$ cat src/rtl/pwm_deadtime.sv
// Complementary gate driver: turns a raw PWM into non-overlapping high/low
// drives with a programmable dead time, enable gating and a sticky fault latch.
module pwm_deadtime #(
  parameter int W = 5
) (
  input  logic         clk50m,
  input  logic         rst_n,
  input  logic         en,
  input  logic         pwm,
  input  logic [W-1:0] dt,
  input  logic         flt,
  input  logic         clr,
  output logic         hi,
  output logic         lo,
  output logic         dead,
  output logic         fault
);

  typedef enum logic [2:0] {
    IDLE   = 3'd0,
    LO_ON  = 3'd1,
    DEAD_H = 3'd2,
    HI_ON  = 3'd3,
    DEAD_L = 3'd4,
    FAULT  = 3'd5
  } state_e;

  state_e       state_q, state_d;
  logic         p_q;
  logic [W-1:0] cnt_q, cnt_d;
  logic [W-1:0] reload;
  logic         hi_q, lo_q, dead_q, fault_q;

  // D-1 with D = max(dt,1); a setting of 0 behaves like 1.
  assign reload = (dt == '0) ? '0 : dt - W'(1);

  always_comb begin
    state_d = state_q;
    cnt_d   = cnt_q;
    if (flt) begin
      state_d = FAULT;
    end else if (state_q == FAULT) begin
      if (clr) state_d = IDLE;
    end else if (!en) begin
      state_d = IDLE;
    end else begin
      case (state_q)
        IDLE: begin
          state_d = p_q ? DEAD_H : DEAD_L;
          cnt_d   = reload;
        end
        LO_ON: begin
          if (p_q) begin
            state_d = DEAD_H;
            cnt_d   = reload;
          end
        end
        HI_ON: begin
          if (!p_q) begin
            state_d = DEAD_L;
            cnt_d   = reload;
          end
        end
        DEAD_H: begin
          // A revert restarts the full dead interval toward the other side.
          if (!p_q) begin
            state_d = DEAD_L;
            cnt_d   = reload;
          end else if (cnt_q == '0) begin
            state_d = HI_ON;
          end else begin
            cnt_d = cnt_q - W'(1);
          end
        end
        DEAD_L: begin
          if (p_q) begin
            state_d = DEAD_H;
            cnt_d   = reload;
          end else if (cnt_q == '0) begin
            state_d = LO_ON;
          end else begin
            cnt_d = cnt_q - W'(1);
          end
        end
        default: state_d = IDLE;
      endcase
    end
  end

  // Outputs are decoded from the next state so they change on the same edge
  // as the state they belong to.
  always_ff @(posedge clk50m) begin
    if (!rst_n) begin
      state_q <= IDLE;
      p_q     <= 1'b0;
      cnt_q   <= '0;
      hi_q    <= 1'b0;
      lo_q    <= 1'b0;
      dead_q  <= 1'b0;
      fault_q <= 1'b0;
    end else begin
      state_q <= state_d;
      p_q     <= pwm;
      cnt_q   <= cnt_d;
      hi_q    <= (state_d == HI_ON);
      lo_q    <= (state_d == LO_ON);
      dead_q  <= (state_d == DEAD_H) || (state_d == DEAD_L);
      fault_q <= (state_d == FAULT);
    end
  end

  assign hi    = hi_q;
  assign lo    = lo_q;
  assign dead  = dead_q;
  assign fault = fault_q;

endmodule

$ cat config.mk
export PLATFORM = sky130hd
export DESIGN_NAME = pwm_deadtime
export DESIGN_NICKNAME = d
export VERILOG_FILES = /design/src/rtl/pwm_deadtime.sv
export SDC_FILE = /design/constraint.sdc
export NUM_CORES = 1
export LEC_CHECK = 0
export CAP_MARGIN = 30
export CORE_MARGIN = 1.5
export CORE_UTILIZATION = 30
export CTS_CLUSTER_DIAMETER = 100
export DETAILED_ROUTE_END_ITERATION = 6
export PLACE_DENSITY = 0.6
export SYNTH_ARGS = -nofsm -noshare
export SYNTH_HDL_FRONTEND = slang
export SYNTH_SLANG_ARGS = --single-unit
$ cat constraint.sdc
create_clock -name clk50m -period 4.9 [get_ports clk50m]
set_clock_uncertainty 0.05 [all_clocks]
set_input_delay 0.735 -clock clk50m [delete_from_list [all_inputs] [get_ports clk50m]]
set_output_delay 0.735 -clock clk50m [all_outputs]
set_load 0.01 [all_outputs]
# [After elaboration in Yosys (flattened, before gate mapping)]
# Index checks and enable logic that the tools add are counted.
[totals] register_bits=13 out_inout_bits=4
[classes] addsub=2 n_eq_ne=12 mux=19 bitwise=2 n_reduce_logical=6
[ops] op="3-bit 2-to-1 mux" n=11
[ops] op="5-bit 2-to-1 mux" n=6
[ops] op="5-bit one-hot mux with 5 select lines" n=1
[ops] op="3-bit one-hot mux with 5 select lines" n=1
[ops] op="3-bit by 2-bit equality test with 1-bit output, second input constant" n=4
[ops] op="3-bit equality test, second input constant" n=4
[ops] op="5-bit logical NOT" n=2
[ops] op="5-bit by 1-bit subtractor with 5-bit output, second input constant" n=2
[ops] op="3-bit by 1-bit equality test with 1-bit output, second input constant" n=2
[ops] op="6-bit AND reduction" n=1
[ops] op="5-bit nonzero test" n=1
[ops] op="2-bit inequality test, second input constant" n=2
[ops] op="3-bit logical NOT" n=1
[ops] op="1-bit NOT" n=2
[ops] op="1-bit logical OR" n=1

# [Logic depth before layout (Yosys ltp)]
# Gate-level depths: netlist of run 1.
[logic_depth] word_depth=9 ltp_mapped=7

# [Least setup slack after synthesis of run 1]
# Ideal clock, no wire load.
[synth_path] kind="in2reg" from="in flt" to="reg cnt_q[4]" t_arrival_ns=1.620 setup_slack_ns=3.111 path_stages=5 path_buffers=0 cell_sequence="or3b_1 -> o32ai_2 -> o21ai_0 -> a22oi_1 -> nor2b_1"
[synth_via] elab_chain_cells=2
[synth_lines] element="from (decl)" line_no="11" text="input logic flt,"
[synth_lines] element="1-bit NOT (no source line)"
[synth_lines] element="6-bit AND reduction (no source line)"
[synth_lines] element="to (signal assigned)" line_no="104" text="cnt_q <= cnt_d;"
[synth_lines] element="to (decl)" line_no="30" text="logic [W-1:0] cnt_q, cnt_d;"
# Every way passes these cells.
# A chain may end at the register's enable or synchronous reset.

# [Worst setup path after layout of run 1]
[layout_path] from="in en" to="reg cnt_q[4]"
[layout_via] elab_chain_cells=1
[layout_lines] element="from (decl)" line_no="8" text="input logic en,"
[layout_lines] element="6-bit AND reduction (no source line)"
# Every way passes these cells.

==> results of run 1 <==
## per-stage QoR
| stage | setup WS [ns] | utilization | power (mW) | instances | cell area (sq um) |
|---|---|---|---|---|---|
| after global routing | 2.54 | 0.382 | 0.269 | 142 | 1030 |
| after CTS | 2.73 | 0.382 | 0.257 | 142 | 1030 |
| after detailed placement | 2.44 | 0.372 | 0.190 | 138 | 1010 |
| after floorplan | 3.11 | - | 0.168 | 95 | 845 |
| final | 2.74 | 0.382 | 0.254 | 142 | 1030 |
| after global placement | 2.48 | 0.372 | 0.189 | 138 | 1010 |
## worst min path at each step
stage               depth (start not counted)                     to                  start  slack (ns)
finish                                      2  cnt_q[1]$_SDFFE_PN0P_  cnt_q[1]$_SDFFE_PN0P_        0.47
global route                                2  cnt_q[1]$_SDFFE_PN0P_  cnt_q[1]$_SDFFE_PN0P_        0.50
CTS                                         2  cnt_q[1]$_SDFFE_PN0P_  cnt_q[1]$_SDFFE_PN0P_        0.48
detailed placement                          2  cnt_q[1]$_SDFFE_PN0P_  cnt_q[1]$_SDFFE_PN0P_        0.47
global placement                            2  cnt_q[1]$_SDFFE_PN0P_  cnt_q[1]$_SDFFE_PN0P_        0.44
floorplan                                   2  cnt_q[1]$_SDFFE_PN0P_  cnt_q[1]$_SDFFE_PN0P_        0.43
## layer usage
metal,vias up,wire length (um),GRT usage
li1,379,-,-
met1,330,779,0.147
met2,8,786,0.182
met3,2,42,0.0233
met4,0,17,0.0408
met5,-,0,0
## logic make-up (layout without fill, tap and decap cells)
| family | after synthesis | count (layout) | synth area share |
|---|---|---|---|
| buf+inv | 9 | 25 | 0.0489 |
| xor+xnor | 2 | 2 | 0.0207 |
| fa+ha+maj | 3 | 3 | 0.0444 |
| compound gates | 23 | 23 | 0.201 |
| flops | 13 | 13 | 0.308 |
| mux | 2 | 2 | 0.0252 |
| simple gates | 43 | 43 | 0.351 |
## power by group
part | internal, mW | leakage [nW] | switching [mW]
logic | 0.0355 | 0.272 | 0.0318
registers | 0.112 | 0.107 | 0.00774
clock network | 0.0315 | 0.0150 | 0.0360
total | 0.179 | 0.394 | 0.0755
## area by class of cell
cell class | instances | area [sq um]
timing repair buffer | 14 | 140
tap | 31 | 38.8
inverter | 7 | 26.3
clock buffer | 4 | 26.3
fill | 294 | 1680
multi-input combinational | 73 | 543
sequential | 13 | 260
## state kept, by name (all words and copies together) (netlist names)
register and flops:
cnt_q 5, state_q 3, dead 1, fault 1
hi 1, lo 1, p_q 1
## layout by cell type (no fill, tap or decap), drive strengths merged, types with 3 or more instances in the layout
cell / netlist / final
inv: 7 / 7
o22ai: 3 / 3
a21oi: 4 / 4
clkbuf: 1 / 4
nor2b: 3 / 3
nand2b: 5 / 5
nand2: 4 / 4
and2: 5 / 5
nor3: 8 / 8
nor2: 7 / 7
clkdlybuf4s50: 0 / 14
dfxtp: 13 / 13
o21ai: 8 / 8
ha: 3 / 3
## worst max-delay path, cell delays in order
cell and delay (ns):
clkdlybuf4s50_1 0.55, or3b_1 0.39, o32ai_2 0.24, o21ai_0 0.15, a22oi_1 0.16, nor2b_1 0.06
==> reports/qor.yml, run 1 <==
setup_viol: 0
peakVddDrop_mv: 0.181
grt_start_max_net_pins: 13
hold_viol_final: 0
hpwl_mm: 1.26
p_leak_nw: 0.394
cts_root_buf: "clkbuf_4"
maxCapViolCount: 0
grt_first_pass_wirelength_mm: 2.86
area_growth_pct: 22.5
yosysTopAreaCell: "dfxtp_1"
place.gp.congestion: 0.827
r2r_cells: 7
rr_endpoint: "cnt_q[1]$_SDFFE_PN0P_"
wire_per_inst_um: 11.5
post-route-min-period_ns: 2.16
port_buffers: 14
clk_pin_slew_ns: 0.08
io_pins: 15
ys_top_cells_by_count: "dfxtp_1 (13), inv_1 (7), nor3_1 (7)"
cts_inserted_buffers: 3
seq_area_frac_synth: 0.308
synth_area_per_cell_sq_um: 8.89
worst-setup-path-type: "primary input to register"
fmax_ghz: 0.463
slew_headroom: 0.683
grt_pass1_vias: 652
p_per_area_mw_per_mm2: 246
setup.worst_path.end: "cnt_q[4]$_SDFFE_PN0P_"
firstDrtPassIters: 2
ctsHoldBuffers: 0
initial_core_util: 0.312
worst-path-max-fanout: 6
final_layout_size_suffix_gt1_frac: 0.135
clock_latency_ns: 0.27
post_cts_buffers: 0
cts_tree: "built"
track_usage: 0.112
via_per_inst: 5.06
cp-startpoint: "en"
ctsResizeCount: 0
drt_iter0_markers: 8
drv_slew: 0
outcome: "complete, no violations"
wirelength_mm: 1.63
ys_ff_latch: 13
grt.overflow.total: 0
startpoint_type: "primary input"
arrival_ns: 2.29
remaining_drc_errors: 0
synthCells: 95
synth_most_common_cell: "dfxtp_1"
clockBufferDepth: 2
synth_area_sq_um: 845
min_period_over_period: 0.441
ys_warn_count: 0
synthFlopType: "dfxtp_1"
rows: 19
ant_nets: 0
num-nets-final: 126
synth-edff-count: 0
synthTopCellsByArea: "dfxtp_1 (31%), nor4b_4 (5.6%), ha_1 (4.4%)"
hp-class: "register to register"
die_area_sq_mm: 0.00314
synth_top_cell_area_share: 0.308
synth_cell_types: 40
coreArea_sq_mm: 0.00271
reg2reg_from: "cnt_q[0]$_SDFFE_PN0P_"
clock-sinks: 13
grt_antenna_before_repair: 0
endpoint_kind: "register"
num_vias: 719
n_antenna_cell: 0
synth-async-reset-ratio: 0
crit_required_ns: 5.02
fp.dieW_um: 56.1
holdWs_ns: 0.472
rsz0062_at_grt: "no"
die_h_um: 56.1
htreeDepth: 1
ff2ff_setup_slack_ns: 3.07
tns_ns: 0
synth_nets: 109
tightest_slew_ns: 0.476
(Power assumes the default switching activity.)
==> run 2: changes to the inputs <==
--- a/config.mk
+++ b/config.mk
@@ -10,7 +10,7 @@
 export CORE_UTILIZATION = 30
 export CTS_CLUSTER_DIAMETER = 100
 export DETAILED_ROUTE_END_ITERATION = 6
-export PLACE_DENSITY = 0.6
+export PLACE_DENSITY = 0.62
 export SYNTH_ARGS = -nofsm -noshare
 export SYNTH_HDL_FRONTEND = slang
 export SYNTH_SLANG_ARGS = --single-unit
==> constraint.sdc (replaced) <==
create_clock -name clk50m -period 1.9 [get_ports clk50m]
set_clock_uncertainty 0.05 [all_clocks]
set_input_delay 0.285 -clock clk50m [delete_from_list [all_inputs] [get_ports clk50m]]
set_output_delay 0.285 -clock clk50m [all_outputs]
set_load 0.01 [all_outputs]
==> run 2 against run 1 <==
Global-route usage grew 0.84 points. Sequential share of layout area fell by 1.2 points. Critical path depth unchanged. Core utilization is 1.9 points higher.
==> reports/qor.yml, run 2 (same netlist as run 1, synthesis figures left out) <==
grt_start_max_net_pins: 12  # -1
largest_reg_flops: 5  # unchanged
wirelength_mm: 1.65  # +1.2%
post-route-min-period_ns: 1.76
worst-setup-path-type: "register to register"
worst-path-max-fanout: 4  # -2
hold_start: "cnt_q[1]$_SDFFE_PN0P_"
area_growth_pct: 28.6
cts_inserted_buffers: 3  # unchanged
r2r_cells: 6  # -1
coreArea_sq_mm: 0.00271  # unchanged
drv_slew: 0  # unchanged
p_int_mw: 0.468  # +160%
maxCapViolCount: 0  # unchanged
firstDrtPassIters: 4  # +2
port_buffers: 14  # unchanged
fin_area_sq_mm: 0.00109  # +5.0%
via_per_inst: 5.03  # -0.58%
slew_headroom: 0.694  # +0.0118
min_period_over_period: 0.928
clk_pin_slew_ns: 0.08  # about the same
ctsHoldBuffers: 0  # unchanged
startpoint_type: "register"
seqPwrFrac: 0.461  # -0.009
remaining_drc_errors: 0  # unchanged
crit_required_ns: 2.05  # -2.97 ns
fp.dieW_um: 56.1  # unchanged
place.gp.congestion: 0.834  # +0.81%
grt.overflow.total: 0  # unchanged
clkPwrFrac: 0.254  # -0.012
fmax_ghz: 0.567
cts_tree: "built"
hpwl_mm: 1.32  # +4.5%
grt_first_pass_wirelength_mm: 3.03  # +6.1%
drt_iter0_markers: 7  # -1
num-nets-final: 131  # +4.0%
place_area_sq_mm: 0.00105  # +3.7%
clock-sinks: 13  # unchanged
holdPathStages: 2  # unchanged
track_usage: 0.121  # +0.00845
final_common_cell: "clkdlybuf4s50_1"
fillerInstances: 283  # -3.7%
multi_input_area_sq_um: 556  # +2.3%
power_mw: 0.666  # +160%
swShare: 0.298  # +0.000795
outcome: "complete, no violations"
arrival_ns: 1.92  # -0.37 ns
largest_register: "cnt_q"
cp-startpoint: "cnt_q[0]$_SDFFE_PN0P_"
die_area_sq_mm: 0.00314  # unchanged
p_per_area_mw_per_mm2: 614  # +150%
hold_viol_final: 0  # unchanged
reg2reg_from: "cnt_q[0]$_SDFFE_PN0P_"
n_antenna_cell: 0  # unchanged
rows: 19  # unchanged
power_frac_comb: 0.285  # +0.021
reg.largest.list: "cnt_q x5, state_q x3"
num_vias: 740  # +2.9%
post_cts_buffers: 0  # unchanged
peakVddDrop_mv: 0.501  # +180%
wire_per_inst_um: 11.2  # -2.2%
grt_pass1_vias: 727  # +12%
htreeDepth: 1  # unchanged
endpoint_kind: "register"
rsz0062_at_grt: "no"
clock_latency_ns: 0.27  # about the same
final_cell_mix: "clkdlybuf4s50_1 (14), dfxtp_1 (13), inv_1 (7), nor3_1 (7)"
p_leak_nw: 0.422  # +7.2%
register_area_sq_um: 260  # unchanged
ant_nets: 0  # unchanged
cts_root_buf: "clkbuf_4"
setup_viol: 0  # unchanged
clockBufferDepth: 2  # unchanged
die_h_um: 56.1  # unchanged
hp-class: "register to register"
p_switching_mw: 0.198  # +160%
grt_antenna_before_repair: 0  # unchanged
io_pins: 15  # unchanged
final_layout_size_suffix_gt1_frac: 0.181  # +0.0459
initial_core_util: 0.312  # unchanged
tightest_slew_ns: 0.458  # -0.0177 ns
-- run 2: changes by cell type in the layout (fill, tap and decap cells not counted), sizes merged --
| cell | previous run | this run |
|---|---|---|
| buf | 0 | 5 |
| clkbuf | 4 | 3 |
| clkinv | 0 | 1 |
-- run 2: final timing paths --
path	to	slack [ns]
min	cnt_q[1]$_SDFFE_PN0P_	0.47
min reg2reg	cnt_q[1]$_SDFFE_PN0P_	0.47
max reg2reg	cnt_q[0]$_SDFFE_PN0P_	0.14
max	cnt_q[0]$_SDFFE_PN0P_	0.14
-- run 2: area by class of cell --
cell class,instances,area share
multi-input cells,73,0.512
flip-flops and latches,13,0.240
repair buffers,19,0.164
well taps,31,0.0357
inverters,7,0.0242
clock buffers,3,0.0207
clock inverters,1,0.00461
-- run 2: through the flow --
| stage | util | std cells | setup WS (ns) | hold WS, ns | setup TNS (ns) |
|---|---|---|---|---|---|
| CTS | 0.396 | 147 | 0.0885 | 0.471 | 0 |
| detailed placement | 0.386 | 143 | -0.0558 | 0.458 | -0.0680 |
| floorplan | - | 95 | 0.239 | 0.362 | 0 |
| global route | 0.401 | 147 | 0.0111 | 0.506 | 0 |
| finish | 0.401 | 147 | 0.137 | 0.468 | 0 |
| global placement | 0.386 | 143 | -0.0165 | 0.445 | -0.0165 |
-- run 2: per-layer routing --
layer / global-route usage / up-vias / part of all wire
met4: 0.0306 / 0 / 0.0055
li1: - / 391 / -
met3: 0.0465 / 2 / 0.041
met1: 0.145 / 337 / 0.48
met5: 0 / - / 0
met2: 0.202 / 10 / 0.47
-- run 2: power by group through the flow --
stage / Sequential (mW) / Combinational [mW] / Clock (mW)
2_1_floorplan: 0.313 / 0.122 / 0
3_3_place_gp: 0.313 / 0.184 / 0
3_5_place_dp: 0.313 / 0.187 / 0
4_1_cts: 0.307 / 0.188 / 0.182
5_1_grt: 0.310 / 0.212 / 0.185
6_report: 0.307 / 0.190 / 0.169
-- run 2: worst max-delay path, cell delays in order (launching register included) --
cell,delay (ns)
dfxtp_1,0.33
inv_1,0.11
ha_1,0.20
or4b_1,0.49
o211ai_2,0.28
o21ai_2,0.11
o22ai_2,0.14
-- run 2: what timing repair did --
item	4_1_cts	5_1_grt
endpoints found under the hold margin	0	0
gates resized for setup	0	1
endpoints found under the setup margin	0	2
